==> src/rtl/stage3_fetch_prefetch_buffer.sv <==
// Instruction prefetch queue between the instruction bus and the stage3 fetch stage.
// It reads sequential words ahead, queues {pc, instr} pairs and flushes on redirect.
module stage3_fetch_prefetch_buffer #(
  parameter int          DEPTH    = 4,
  parameter logic [31:0] RESET_PC = 32'h80000000
) (
  input  logic                     CLK,
  input  logic                     nRST,
  output logic [31:0]              bus_addr,
  output logic                     bus_ren,
  input  logic [31:0]              bus_rdata,
  input  logic                     bus_busy,
  input  logic                     fetch_ready,
  output logic                     fetch_valid,
  output logic [31:0]              fetch_instr,
  output logic [31:0]              fetch_pc,
  input  logic                     redirect,
  input  logic [31:0]              redirect_pc,
  input  logic                     halt,
  output logic [$clog2(DEPTH):0]   count
);

  localparam int PW = $clog2(DEPTH);
  localparam int CW = PW + 1;
  localparam logic [CW-1:0] FULL = CW'(DEPTH);

  localparam logic [1:0] IDLE    = 2'd0;
  localparam logic [1:0] REQ     = 2'd1;
  localparam logic [1:0] DISCARD = 2'd2;

  logic [1:0]    state, state_next;
  logic [31:0]   pf_pc, pf_pc_next;
  logic [31:0]   tgt_pc, tgt_pc_next;
  logic [PW-1:0] head, tail;
  logic [CW-1:0] count_next;
  logic [31:0]   pc_mem    [DEPTH];
  logic [31:0]   instr_mem [DEPTH];
  logic [31:0]   redir_aligned;
  logic          done, push, pop;
  logic          unused_ok;

  assign redir_aligned = {redirect_pc[31:2], 2'b00};
  assign unused_ok     = ^redirect_pc[1:0];

  assign bus_ren  = (state == REQ) || (state == DISCARD);
  assign bus_addr = pf_pc;
  assign done     = bus_ren && !bus_busy;
  assign push     = (state == REQ) && done && !redirect;

  assign fetch_valid = (count != '0);
  assign pop         = fetch_valid && fetch_ready && !redirect;
  assign fetch_instr = fetch_valid ? instr_mem[head] : 32'h0;
  assign fetch_pc    = fetch_valid ? pc_mem[head]    : 32'h0;

  // In DISCARD pf_pc keeps the stale address on the bus; the new target waits in tgt_pc.
  always_comb begin
    state_next  = state;
    pf_pc_next  = pf_pc;
    tgt_pc_next = tgt_pc;
    count_next  = redirect ? '0 : count + CW'(push) - CW'(pop);
    case (state)
      IDLE: begin
        if (redirect) begin
          pf_pc_next = redir_aligned;
        end else if (!halt && (count < FULL)) begin
          state_next = REQ;
        end
      end
      REQ: begin
        if (redirect) begin
          if (done) begin
            pf_pc_next = redir_aligned;
            state_next = IDLE;
          end else begin
            tgt_pc_next = redir_aligned;
            state_next  = DISCARD;
          end
        end else if (done) begin
          pf_pc_next = pf_pc + 32'd4;
          state_next = (!halt && (count_next < FULL)) ? REQ : IDLE;
        end
      end
      DISCARD: begin
        if (redirect) begin
          tgt_pc_next = redir_aligned;
        end
        if (done) begin
          pf_pc_next = tgt_pc_next;
          state_next = halt ? IDLE : REQ;
        end
      end
      default: state_next = IDLE;
    endcase
  end

  always_ff @(posedge CLK or negedge nRST) begin
    if (!nRST) begin
      state  <= IDLE;
      pf_pc  <= RESET_PC;
      tgt_pc <= RESET_PC;
      head   <= '0;
      tail   <= '0;
      count  <= '0;
    end else begin
      state  <= state_next;
      pf_pc  <= pf_pc_next;
      tgt_pc <= tgt_pc_next;
      count  <= count_next;
      if (redirect) begin
        head <= '0;
        tail <= '0;
      end else begin
        if (pop)  head <= head + PW'(1);
        if (push) tail <= tail + PW'(1);
      end
    end
  end

  always_ff @(posedge CLK) begin
    if (push) begin
      pc_mem[tail]    <= pf_pc;
      instr_mem[tail] <= bus_rdata;
    end
  end

endmodule
==> config.mk <==
export PLATFORM = sky130hd
export DESIGN_NAME = stage3_fetch_prefetch_buffer
export DESIGN_NICKNAME = d
export VERILOG_FILES = /design/src/rtl/stage3_fetch_prefetch_buffer.sv
export SDC_FILE = /design/constraint.sdc
export NUM_CORES = 1
export LEC_CHECK = 0
export ABC_AREA = 1
export BUFFER_PORTS_ARGS = -buffer_cell sky130_fd_sc_hd__buf_2
export CAP_MARGIN = 10
export CORE_MARGIN = 2
export CORE_UTILIZATION = 63
export CTS_CLUSTER_SIZE = 30
export DETAILED_ROUTE_END_ITERATION = 10
export GPL_TIMING_DRIVEN = 0
export PLACE_DENSITY = 0.95
export REMOVE_ABC_BUFFERS = 1
export SYNTH_ARGS = -nofsm -noshare
export SYNTH_HDL_FRONTEND = slang
export SYNTH_SLANG_ARGS = --single-unit
==> constraint.sdc <==
create_clock -name CLK -period 8.28 [get_ports CLK]
set_input_delay 0.414 -clock CLK [delete_from_list [all_inputs] [get_ports CLK]]
set_output_delay 0.414 -clock CLK [all_outputs]
set_load 0.01 [all_outputs]
== After elaboration in Yosys (flattened, before gate mapping) ==
Memory sizes are Yosys's and may differ from the RTL's.
Index checks and enable logic that the tools add are counted.
Word-level totals
  register bits: 73
  RAM bits: 256
  bits of input ports: 70
  output and inout port bits: 101
  memories kept: 2
Operators by class
  add/subtract/negate cells: 5
  magnitude comparators: 2
  equality and inequality tests: 10
  mux-type cells: 28
  reduce and logical (&&, ||, !) cells: 20
Memory list
  instr_mem: depth 4, width 32, read ports 1, clocked after Yosys merged registers in 0, wr ports 1, RTL line 37  | logic [31:0] instr_mem [DEPTH];
  pc_mem: depth 4, width 32, read ports 1, clocked after Yosys merged registers in 0, wr ports 1, RTL line 36  | logic [31:0] pc_mem [DEPTH];
Operators with widths (number)
  $mux 32: 10
  $pmux 32 s3: 1
  $pmux 32 s2: 1
  $add 32x3->32 const B: 1
  $mux 2: 10
  $ne 2x2->1 const B: 7
  $reduce_and 4->1: 2
  $logic_and 1x1->1: 7
  $lt 3x3->1 const B: 2
  $pmux 2 s3: 1
  $reduce_bool 2->1: 3
  $reduce_bool 3->1: 2
  $add 2x1->2 const B: 2
  $mux 1: 4
  $add 3x1->3: 1
  $logic_not 1->1: 3
  $mux 3: 1
  $ne 3x3->1 const B: 1
  $reduce_and 3->1: 1
  $sub 3x1->3: 1
  $eq 2x1->1 const B: 1
  $eq 2x2->1 const B: 1
  $logic_not 2->1: 1
  $logic_or 1x1->1: 1

== Longest topological paths before layout ==
Gate-level depths: netlist (run 1).
  word-level depth: 14
  gate-level depth with buffers: 17
  gate-level depth less buffers: 15

== Worst setup path before layout (run 1) ==
Ideal clock, no wire load.
  path kind: register to register
  start point: reg state[1]
  end point: mem instr_mem[0][0] (enable)
  library setup time: 0.486 ns
  arrival time: 3.917 ns
  required time: 7.794 ns
  slack: 3.876 ns
  cell stages (with the launch flop): 9
  clock period less this slack: 4.404 ns
  path through: dfrtp_1 -> inv_1 -> ha_1 -> buf_6 -> nand2_1 -> clkinv_1 -> buf_2 -> nand2_1 -> nor2_1
Between the ends
  word-level cells in the longest chain between the ends: 7
  elaborated cells between the ends (all ways): 8
  classes of those cells: 2 x eq/ne; 2 x mux; 4 x reduce/logical
RTL lines
  from (decl): RTL line 31  | logic [1:0] state, state_next;
  from (signal assigned): RTL line 105  | state <= state_next;
  $eq 2x1->1 / $eq 2x2->1 (equally long branches): RTL line 45, 48
  $logic_or 1x1->1: RTL line 45  | assign bus_ren = (state == REQ) || (state == DISCARD);
  $logic_and 1x1->1: RTL line 47  | assign done = bus_ren && !bus_busy;
  $logic_and 1x1->1 * (2 in a row): RTL line 48  | assign push = (state == REQ) && done && !redirect;
  $mux 1 *: RTL line 120  | if (push) begin
  $mux 1 (not written as such) *: RTL line 122  | instr_mem[tail] <= bus_rdata;
  to (decl): RTL line 37
Mark *: on every way between the ends. The rest lies on a longest branch, timed or not.

== Worst setup path in the final report (run 1) ==
  start point: reg state[1]
  end point: reg state[0]
Between the ends
  word-level cells in the longest chain between the ends: 14
  elaborated cells between the ends (all ways): 21
  classes of those cells: 2 x add/sub; 1 x order compare; 6 x eq/ne; 5 x mux; 7 x reduce/logical
RTL lines
  $eq 2x1->1 / $eq 2x2->1 (equally long branches): RTL line 45, 48, 61
  $logic_or 1x1->1: RTL line 45
  $logic_and 1x1->1: RTL line 47
  $logic_and 1x1->1 (2 in a row): RTL line 48
  $add 3x1->3: RTL line 60  | count_next = redirect ? '0 : count + CW'(push) - CW'(pop);
  $sub 3x1->3: RTL line 60
  $mux 3: RTL line 60
  $lt 3x3->1: RTL line 80  | state_next = (!halt && (count_next < FULL)) ? REQ : IDLE;
  $logic_and 1x1->1: RTL line 80
  $mux 1: RTL line 80
  $mux 2: RTL line 78  | end else if (done) begin
  $mux 2: RTL line 70  | if (redirect) begin
  $pmux 2 s3: RTL line 61  | case (state)
Several ways; a longest one is shown, not always the timed one. The select of a mux whose other input is x is not followed.
A chain may end at the register's enable or synchronous reset.

==> results of run 1 <==
per-stage QoR:
stage          instances  util, %  cell area, sq um  worst slack [ns]  total power, mW
6_report            1866     74.2             16800              4.72             5.88
3_3_place_gp        1789     68.0             15400              1.09             4.33
2_1_floorplan       1336        -             14200              3.45             3.57
3_5_place_dp        1804     69.6             15800              4.43             4.45
4_1_cts             1866     74.2             16800              4.71             5.87
5_1_grt             1866     74.2             16800              4.45             6.20
power groups by stage:
stage | Sequential [mW] | Combinational, mW | Clock, mW
floorplan | 2.37 | 1.21 | 0
global placement | 2.44 | 1.89 | 0
detailed placement | 2.41 | 2.04 | 0
CTS | 2.38 | 2.06 | 1.42
global route | 2.42 | 2.28 | 1.50
finish | 2.40 | 2.07 | 1.41
worst max-delay path: cells and delay by family (launching register included):
family | cells | cell delay [ns]
xor+xnor | 1 | 0.19
fa+ha+maj | 4 | 1.14
simple gates | 3 | 0.77
buf+inv | 4 | 0.65
compound gates | 3 | 0.30
flops | 1 | 0.37
metal layers:
| layer | vias up | GRT usage [%] |
|---|---|---|
| li1 | 5125 | - |
| met1 | 5294 | 35.8 |
| met2 | 559 | 49.7 |
| met3 | 82 | 5.64 |
| met4 | 2 | 10.4 |
| met5 | - | 0 |
flip-flops by register name, summed over array words and instances (netlist names):
| signal | flops |
|---|---|
| pc_mem | 128 |
| tgt_pc | 32 |
| state | 2 |
| tail | 2 |
| count | 3 |
| bus_addr | 32 |
| head | 2 |
| instr_mem | 128 |
logic make-up (layout without fill, tap and decap cells):
family          Yosys count  in the layout  share of synthesized area [%]
fa+ha+maj                12             12                           1.08
compound gates          305            305                           11.7
simple gates            615            615                           17.3
xor+xnor                  2              2                          0.120
flops                   329            329                           65.4
buf+inv                 145            318                           4.34
layout by cell type, fill, tap and decap left out, types with 7 or more instances in the layout:
master / synthesis / final
a21oi_1: 93 / 93
a221oi_2: 9 / 9
a31oi_1: 11 / 11
buf_12: 0 / 11
buf_2: 30 / 167
clkbuf_1: 25 / 9
clkbuf_16: 0 / 34
clkinv_1: 1 / 8
dfrtp_1: 71 / 69
edfxtp_1: 256 / 256
ha_1: 11 / 11
inv_1: 64 / 63
inv_2: 8 / 8
nand2_1: 212 / 212
nand2_2: 13 / 13
nand3_1: 36 / 36
nor2_1: 322 / 317
nor2_2: 7 / 7
nor2_4: 7 / 12
o21ai_0: 148 / 148
o21ai_1: 18 / 18
or2_2: 7 / 7
area by class of cell:
type	instances	area [sq um]	share of cell area (%)
clock inverters	18	138	0.819
multi-input cells	934	4440	26.4
clock buffers	43	885	5.27
flip-flops and latches	329	9520	56.7
inverters	73	277	1.65
repair buffers	184	1180	7.05
well taps	285	357	2.12
worst max path at each step:
stage | end | slack, ns | cells past startpoint
after global placement | fetch_pc[15] | 1.09 | 4
after global routing | state[0] | 4.45 | 15
final | state[0] | 4.72 | 15
after CTS | state[0] | 4.71 | 15
after floorplan | state[0] | 3.45 | 15
after detailed placement | state[0] | 4.43 | 15
what timing repair did:
item	4_1_cts	5_1_grt
gates resized for setup	0	0
hold buffers	1	0
endpoints found under the hold margin	15	0
==> metrics.yaml, run 1 <==
global_routing:
  gr-usage-all-layers_pct: 28.6
  grt_pass1_wl_um: 53700
  grt_pass1_vias: 10800
  grt_max_degree: 93
  gr-total-overflow: 0
  antenna_found_initial: 1
floorplanning:
  start_util_pct: 64.2
  coreArea_sq_um: 22600
  die_w_um: 156
  placement_rows: 55
  die_h_um: 156
  ios: 171
  die_area_sq_um: 24300
logic_synthesis:
  ys.flop_type: "edfxtp_1"
  synth_cell_types: 43
  netlist_area_sq_um: 14500
  ys_top_cells_by_area: "edfxtp_1 (53%), dfrtp_1 (12%), nor2_1 (8.3%)"
  synthCells: 1408
  yosys-top-cells-count: "nor2_1 (322), edfxtp_1 (256), nand2_1 (212)"
  ys.warnings.count: 0
  ys_ff_latch: 329
  synth_seq_area_share_pct: 65.4
  synth_edf_count: 256
  syn_avg_cell_area_sq_um: 10.3
  yosysMostFrequentCell: "nor2_1"
  synth_area_leader_cell: "edfxtp_1"
  synth_top_area_share_pct: 52.8
  async_reset_ff_share_pct: 22.2
worst_hold_path:
  hp-class: "input pin to register"
  hold_path_depth: 1
  hold_end: "instr_mem[0][1]"
  hp-start: "bus_rdata[1]"
critical_path:
  r2r_start: "state[1]"
  cp_cell_sequence: "inv_1, ha_1, nand2_1, clkinv_1, nand2_1, ha_1, inv_1, ha_1, inv_1, fa_1, xor2_1, nand2_1, a21oi_1, o21bai_1, o21ai_0"
  critPathLaunchType: "register"
  crit_arrival_ns: 3.95
  cp.required_ns: 8.68
  cp_slowest_cell: "nand2_1"
  critPathKind: "register to register"
  cpPeakStageDelay_ns: 0.54
  r2r_slack_ns: 4.72
  startpoint: "state[1]"
  r2r_cells: 15
  end_kind: "register"
  worstReg2RegEnd: "state[0]"
  cp_max_fo: 17
cells_and_area:
  drive_gt1_share_pct: 18.5
  fillers: 1398
  areaGrowthSynthToFinish_pct: 15.5
  antenna_cells: 0
  fin_nets: 1638
route:
  routed_via_density: 5.93
  vias: 11100
  wl_met1_um: 13500
  firstDrtPassIters: 8
  highest_layer: "met5"
  drt_iter0_markers: 1131
  drcViolationCount: 0
  drtAntennaViolNets: 0
  wire_per_inst_um: 18.7
  wl_met2_um: 17400
  wl_um: 34900
  route.met3.wl_um: 3090
outcome:
  outcome: "complete, no violations"
placed_design:
  gp_congestion: 0.901
  dp_hpwl_um: 21600
  io_buffers: 168
clock_tree:
  cts_sinks: 329
  path_clk_slew_ns: 0.06
  htree_levels: 2
  cts_root_buffer: "clkbuf_16"
  cts.path.max_buffers: 3
  clk-insertion-delay-late_ns: 0.52
  postCtsSetupRepairBufs: 0
  cts_tree: "yes"
  cts_buffers: 34
power_and_ir_drop:
  pwr-share-seq_pct: 40.8
  p_per_area_nw_per_um2: 350
  p_int_mw: 3.58
  leakage_nw: 6.75
  p_sw_mw: 2.30
  clock_power_share_pct: 24.0
  vdd_drop_max_uv: 332
  p_comb_share_pct: 35.2
  p_sw_share_pct: 39.1
timing:
  tightest_slew_ns: 0.984
  max_slew_margin_pct: 34.2
  slew_viol_final: 0
  finalSetupViolations: 0
  fin_crit_sh_pct: 43.0
  min_period_ns: 3.56
  finalHoldViolations: 0
  timing.setup.tns_ns: 0
  timing.hold.ws_ns: 0.107
  finalClockSkew_ns: 0.0212
  timing.fmax_mhz: 281
  rsz0062_at_grt: "no"
run:
  cap_viol_max_count: 0
Note: power is estimated with default switching activity, not from simulation.
==> run 2, diff against run 1 <==
--- a/config.mk
+++ b/config.mk
@@ -9,11 +9,11 @@
 export BUFFER_PORTS_ARGS = -buffer_cell sky130_fd_sc_hd__buf_2
 export CAP_MARGIN = 10
 export CORE_MARGIN = 2
-export CORE_UTILIZATION = 63
+export CORE_UTILIZATION = 53
 export CTS_CLUSTER_SIZE = 30
 export DETAILED_ROUTE_END_ITERATION = 10
 export GPL_TIMING_DRIVEN = 0
-export PLACE_DENSITY = 0.95
+export PLACE_DENSITY = 0.88
 export REMOVE_ABC_BUFFERS = 1
 export SYNTH_ARGS = -nofsm -noshare
 export SYNTH_HDL_FRONTEND = slang
==> constraint.sdc (replaced) <==
create_clock -name CLK -period 3.1 [get_ports CLK]
set_input_delay 0.155 -clock CLK [delete_from_list [all_inputs] [get_ports CLK]]
set_output_delay 0.155 -clock CLK [all_outputs]
set_load 0.01 [all_outputs]
==> metrics.yaml, run 2 (same netlist as run 1, synthesis figures left out) <==
cells_and_area:
  fin_nets: 1704  # +4.0%
  areaGrowthSynthToFinish_pct: 21.2
  top_regs: "instr_mem x128, pc_mem x128"
  final_cell_count_no_fill: 1987  # +6.5%
  antenna_cells: 0  # unchanged
  layout_commonest_cell: "nor2_1"
  design_area_sq_um: 17600  # +4.9%
  final_core_util_pct: 65.4  # -8.8 points
  final_cell_mix: "nor2_1 (317), edfxtp_1 (256), nand2_1 (211)"
  drive_gt1_share_pct: 18.5  # about the same
power_and_ir_drop:
  p_int_mw: 9.82  # +170%
  clock_power_share_pct: 24.4  # +0.4 points
  leakage_nw: 7.07  # +4.8%
  p_sw_share_pct: 38.8  # -0.24 points
  p_sw_mw: 6.23  # +170%
  p_per_area_nw_per_um2: 911  # +160%
  vdd_drop_max_uv: 665  # +100%
  p_comb_share_pct: 35.6  # +0.4 points
  pwr-share-seq_pct: 40.0  # -0.8 points
worst_hold_path:
  hp-start: "halt"
  hold_path_depth: 4  # +3
  hold_end: "state[0]"
  hp-class: "input pin to register"
timing:
  max_slew_margin_pct: 32.9  # -1.3 points
  slew_viol_final: 0  # unchanged
  tightest_slew_ns: 1.00  # +0.0194 ns
  rsz0062_at_grt: "no"
  min_period_ns: 2.92
  finalClockSkew_ns: 0.0153  # -0.00590 ns
  finalHoldViolations: 0  # unchanged
  timing.fmax_mhz: 343
  fin_crit_sh_pct: 94.2
  finalSetupViolations: 0  # unchanged
floorplanning:
  placement_rows: 60  # +9.1%
  coreArea_sq_um: 27000  # +19%
  ios: 171  # unchanged
  die_w_um: 170  # +8.8%
  start_util_pct: 54.0  # -10 points
  die_h_um: 170  # +8.8%
  die_area_sq_um: 28800  # +18%
critical_path:
  critPathLaunchType: "register"
  path_depth: 6  # -9
  path_buf_inv: 3  # -1
  end_kind: "primary output"
  worstReg2RegEnd: "tgt_pc[28]"
  crit_arrival_ns: 2.76  # -1.19 ns
  cp_max_fo: 34  # +17
  r2r_slack_ns: 0.24  # -4.48 ns
  r2r_cells: 10  # -5
  cp.required_ns: 2.94  # -5.74 ns
  critPathKind: "register to primary output"
  cp_slowest_cell: "dfrtp_4"
  startpoint: "head[1]"
  crit_family: "buffers and inverters"
  r2r_start: "state[0]"
  cp_cell_sequence: "inv_2, buf_12, nor2_1, o21ai_0, a21oi_1, buf_2"
  cpPeakStageDelay_ns: 0.79  # +0.25 ns
route:
  route.met3.wl_um: 2820  # -8.8%
  wire_per_inst_um: 18.7  # -0.19%
  routed_via_density: 5.65  # -4.7%
  wl_um: 37100  # +6.3%
  drcViolationCount: 0  # unchanged
  highest_layer: "met4"
  wl_met1_um: 15400  # +15%
  vias: 11200  # +1.5%
  drt_iter0_markers: 1007  # -11%
  firstDrtPassIters: 8  # unchanged
  drtAntennaViolNets: 0  # unchanged
  wl_met2_um: 18000  # +3.4%
clock_tree:
  cts_buffers: 34  # unchanged
  htree_levels: 2  # unchanged
  cts_tree: "yes"
  cts_sinks: 329  # unchanged
  cts_root_buffer: "clkbuf_16"
  clk-insertion-delay-late_ns: 0.51  # about the same
  cts.path.max_buffers: 3  # unchanged
  path_clk_slew_ns: 0.06  # about the same
global_routing:
  grt_pass1_wl_um: 56500  # +5.2%
  gr-usage-all-layers_pct: 25.1  # -3.5 points
  antenna_found_initial: 0  # -1
  gr-total-overflow: 0  # unchanged
  grt_pass1_vias: 11000  # +1.6%
  grt_max_degree: 93  # unchanged
placed_design:
  placed_area_sq_um: 15800  # +0.38%
  io_buffers: 168  # unchanged
  gp_congestion: 0.896  # -0.57%
  dp_hpwl_um: 21700  # +0.13%
  place_inst: 1859  # +3.0%
run:
  cap_viol_max_count: 0  # unchanged
outcome:
  outcome: "complete, no violations"
-- run 2: changes by cell type in the layout (fill, tap and decap cells not counted), sizes merged --
cell,change
dlygate4sd3,+63
buf,+2
clkbuf,+2
clkinv,-2
inv,-1
nor2,+1
-- run 2: worst max-delay path by stage --
stage | end | slack [ns]
floorplan | state[0] | -1.73
global placement | fetch_pc[4] | -3.98
detailed placement | state[0] | -0.49
CTS | state[0] | 0.05
global route | fetch_instr[10] | 0.04
finish | fetch_pc[6] | 0.18
-- run 2: power by group through the flow --
stage	registers (mW)	logic [mW]	clock network (mW)
2_1_floorplan	6.32	3.21	0
3_3_place_gp	6.43	4.03	0
3_5_place_dp	6.48	5.39	0
4_1_cts	6.39	5.58	3.97
5_1_grt	6.49	6.29	4.14
6_report	6.42	5.72	3.92
-- run 2: routing by layer --
layer  up-vias  track usage [%]
met3        87             4.85
met2       511             43.2
met4         0             8.62
li1       5241                -
met5         -                0
met1      5387             32.0
-- run 2: through the flow --
| step | TNS (ns) | setup WS [ns] | power, mW | hold slack (ns) |
|---|---|---|---|---|
| global route | 0 | 0.0424 | 16.9 | 0.0655 |
| floorplan | -450.43 | -1.73 | 9.53 | -0.141 |
| CTS | 0 | 0.0537 | 15.9 | 0.0112 |
| global placement | -1234.93 | -3.98 | 10.5 | 0.363 |
| detailed placement | -14.43 | -0.490 | 11.9 | 0.108 |
| finish | 0 | 0.181 | 16.1 | 0.0270 |
-- run 2: what timing repair did --
| action | 4_1_cts | 5_1_grt |
|---|---|---|
| hold endpoints to repair | 248 | 0 |
| hold buffers | 64 | 0 |
| endpoints found under the setup margin | 102 | 46 |
| cloned | 0 | 1 |
| resized for setup | 5 | 6 |
| pin swaps | 0 | 2 |
| buffers inserted | 1 | 2 |
-- run 2: area by class of cell --
class                           instances  area (sq um)
Timing Repair Buffer                  249          1840
Clock inverter                         15           106
Clock buffer                           45           966
Fill cell                            1956          9330
Inverter                               73           282
Tap cell                              341           427
Multi-Input combinational cell        935          4480
Sequential cell                       329          9520
-- run 2: worst min-delay path, cell delays in order --
cell and delay (ns):
buf_2 0.10, a21oi_1 0.04, o21bai_1 0.10, o21ai_0 0.08
==> run 3, diff against run 2 <==
--- a/config.mk
+++ b/config.mk
@@ -13,8 +13,10 @@
 export CTS_CLUSTER_SIZE = 30
 export DETAILED_ROUTE_END_ITERATION = 10
 export GPL_TIMING_DRIVEN = 0
+export MAX_ROUTING_LAYER = met4
 export PLACE_DENSITY = 0.88
 export REMOVE_ABC_BUFFERS = 1
+export SLEW_MARGIN = 20
 export SYNTH_ARGS = -nofsm -noshare
 export SYNTH_HDL_FRONTEND = slang
 export SYNTH_SLANG_ARGS = --single-unit
==> constraint.sdc (replaced) <==
create_clock -name CLK -period 3.1 [get_ports CLK]
set_input_delay 0 -clock CLK [delete_from_list [all_inputs] [get_ports CLK]]
set_output_delay 0 -clock CLK [all_outputs]
set_load 0.01 [all_outputs]
==> metrics.yaml, run 3 (same netlist as run 1, synthesis figures left out) <==
timing:
  max_slew_margin_pct: 33.7  # +0.78 points
  rsz0062_at_grt: "yes"
  finalSetupViolations: 0  # unchanged
  tightest_slew_ns: 0.992  # -0.0116 ns
  finalHoldViolations: 0  # unchanged
  slew_viol_final: 0  # unchanged
  fin_crit_sh_pct: 98.6  # +4.4 points
  finalClockSkew_ns: 0.00995  # -0.00530 ns
  timing.fmax_mhz: 327  # -4.5%
  min_period_ns: 3.06  # +0.137 ns
cells_and_area:
  fillers: 1936  # -1.0%
  antenna_cells: 0  # unchanged
  layout_commonest_cell: "nor2_1"
  areaGrowthSynthToFinish_pct: 21.4
  final_cell_count_no_fill: 1992  # +0.25%
  final_cell_mix: "nor2_1 (317), edfxtp_1 (256), nand2_1 (211)"
  fin_nets: 1713  # +0.53%
  design_area_sq_um: 17700  # +0.23%
  drive_gt1_share_pct: 18.2  # -0.30 points
  top_regs: "instr_mem x128, pc_mem x128"
floorplanning:
  ios: 171  # unchanged
  die_area_sq_um: 28800  # unchanged
  placement_rows: 60  # unchanged
  die_h_um: 170  # unchanged
  start_util_pct: 54.0  # unchanged
  die_w_um: 170  # unchanged
  coreArea_sq_um: 27000  # unchanged
route:
  drt_iter0_markers: 1083  # +7.5%
  wire_per_inst_um: 18.4  # -1.2%
  firstDrtPassIters: 6  # -2
  drcViolationCount: 0  # unchanged
  drtAntennaViolNets: 0  # unchanged
  wl_um: 36700  # -0.91%
  routed_via_density: 5.64  # -0.25%
  vias: 11200  # unchanged
placed_design:
  gp_congestion: 0.905  # +1.0%
  placed_area_sq_um: 15900  # +0.74%
  place_inst: 1864  # +0.27%
  dp_hpwl_um: 22300  # +2.9%
  io_buffers: 168  # unchanged
critical_path:
  r2r_slack_ns: 0.04  # -0.20 ns
  path_buf_inv: 4  # +1
  critPathKind: "register to register"
  cpPeakStageDelay_ns: 0.50  # -0.29 ns
  crit_top_cell: "inv_2"
  cp.required_ns: 3.45  # +0.51 ns
  path_depth: 10  # +4
  end_kind: "register"
  worstReg2RegEnd: "tgt_pc[24]"
  crit_path_end: "tgt_pc[24]"
  r2r_cells: 10  # unchanged
  cp_slowest_cell: "nor2_4"
  cp_max_fo: 35  # +2.9%
  crit_family: "simple AND/OR/NAND/NOR gates"
  r2r_start: "state[0]"
  cp_cell_sequence: "inv_1, ha_1, inv_2, nand2_1, o21a_1, inv_2, nor2_4, inv_2, nand2_1, o21ai_1"
  startpoint: "state[0]"
  critPathLaunchType: "register"
  crit_arrival_ns: 3.41  # +0.65 ns
clock_tree:
  htree_levels: 2  # unchanged
  cts_buffers: 34  # unchanged
  cts_root_buffer: "clkbuf_16"
  cts_sinks: 329  # unchanged
  cts_tree: "yes"
  cts.path.max_buffers: 3  # unchanged
  path_clk_slew_ns: 0.06  # about the same
  clk-insertion-delay-late_ns: 0.50  # about the same
power_and_ir_drop:
  clock_power_share_pct: 23.1  # -1.3 points
  pwr-share-seq_pct: 40.6  # +0.6 points
  p_sw_mw: 6.11  # -2.0%
  p_sw_share_pct: 38.8  # -0.057 points
  leakage_nw: 7.08  # about the same
  p_comb_share_pct: 36.3  # +0.7 points
  p_int_mw: 9.65  # -1.7%
  p_per_area_nw_per_um2: 892  # -2.0%
  vdd_drop_max_uv: 719  # +8.1%
global_routing:
  grt_max_degree: 76  # -18%
  gr-total-overflow: 0  # unchanged
  antenna_found_initial: 0  # unchanged
  grt_pass1_vias: 10800  # -1.6%
  grt_pass1_wl_um: 56600  # +0.24%
  gr-usage-all-layers_pct: 26.1  # +1.0 points
outcome:
  outcome: "complete, no violations"
worst_hold_path:
  hp-class: "input pin to asynchronous set/reset pin"
run:
  cap_viol_max_count: 0  # unchanged
run 3: power groups by stage:
stage                     logic, mW  registers, mW  clock network, mW
after floorplan                3.21           6.32                  0
after global placement         4.03           6.42                  0
after detailed placement       5.47           6.45                  0
after CTS                      5.64           6.37               3.68
after global routing           6.32           6.48               3.87
final                          5.73           6.40               3.63
run 3: final cells by class:
| cell class | instances | area, sq um | area share (%) |
|---|---|---|---|
| Timing Repair Buffer | 259 | 2000 | 11.3 |
| Sequential cell | 329 | 9520 | 53.9 |
| Clock buffer | 46 | 917 | 5.19 |
| Multi-Input combinational cell | 934 | 4460 | 25.3 |
| Clock inverter | 10 | 50.0 | 0.283 |
| Tap cell | 341 | 427 | 2.42 |
| Inverter | 73 | 284 | 1.61 |
run 3: worst min path at each step:
stage / cells past startpoint / slack (ns) / endpoint / startpoint
6_report: 3 / 0.04 / count[0] / nRST
5_1_grt: 2 / 0.04 / tgt_pc[31] / nRST
4_1_cts: 2 / 0.03 / bus_addr[31] / nRST
3_5_place_dp: 1 / -0.05 / count[0] / nRST
3_3_place_gp: 1 / 0.21 / instr_mem[2][17] / bus_rdata[17]
2_1_floorplan: 0 / -0.30 / bus_addr[0] / nRST
run 3: metrics by stage:
step	hold WS, ns	TNS, ns	setup WS, ns	total power [mW]	utilization (%)
floorplan	-0.296	-440.36	-1.73	9.53	-
global placement	0.209	-1215.62	-3.82	10.4	57.4
detailed placement	-0.0476	-1.02	-0.475	11.9	59.2
CTS	0.0272	0	0.0202	15.7	65.4
global route	0.0396	-1.31	-0.103	16.7	65.5
finish	0.0393	0	0.0444	15.8	65.5
run 3: what timing repair did:
| item | in CTS | in global routing |
|---|---|---|
| gates resized for setup | 5 | 6 |
| buffers inserted | 1 | 3 |
| hold endpoints to repair | 270 | 0 |
| pin swaps | 1 | 1 |
| endpoints found under the setup margin | 28 | 25 |
| hold buffers | 68 | 0 |
run 3: per-layer routing:
layer / GRT usage (%) / vias up / part of all wire [%]
met5: - / - / 0
met4: 8.40 / 0 / 2.2
met3: 5.11 / 70 / 8.0
met2: 43.7 / 492 / 49
met1: 32.2 / 5401 / 40
li1: - / 5263 / -
run 3: worst min-delay path: stages:
cell	delay, ns
dlygate4sd3_1	0.52
buf_4	0.17
buf_12	0.19
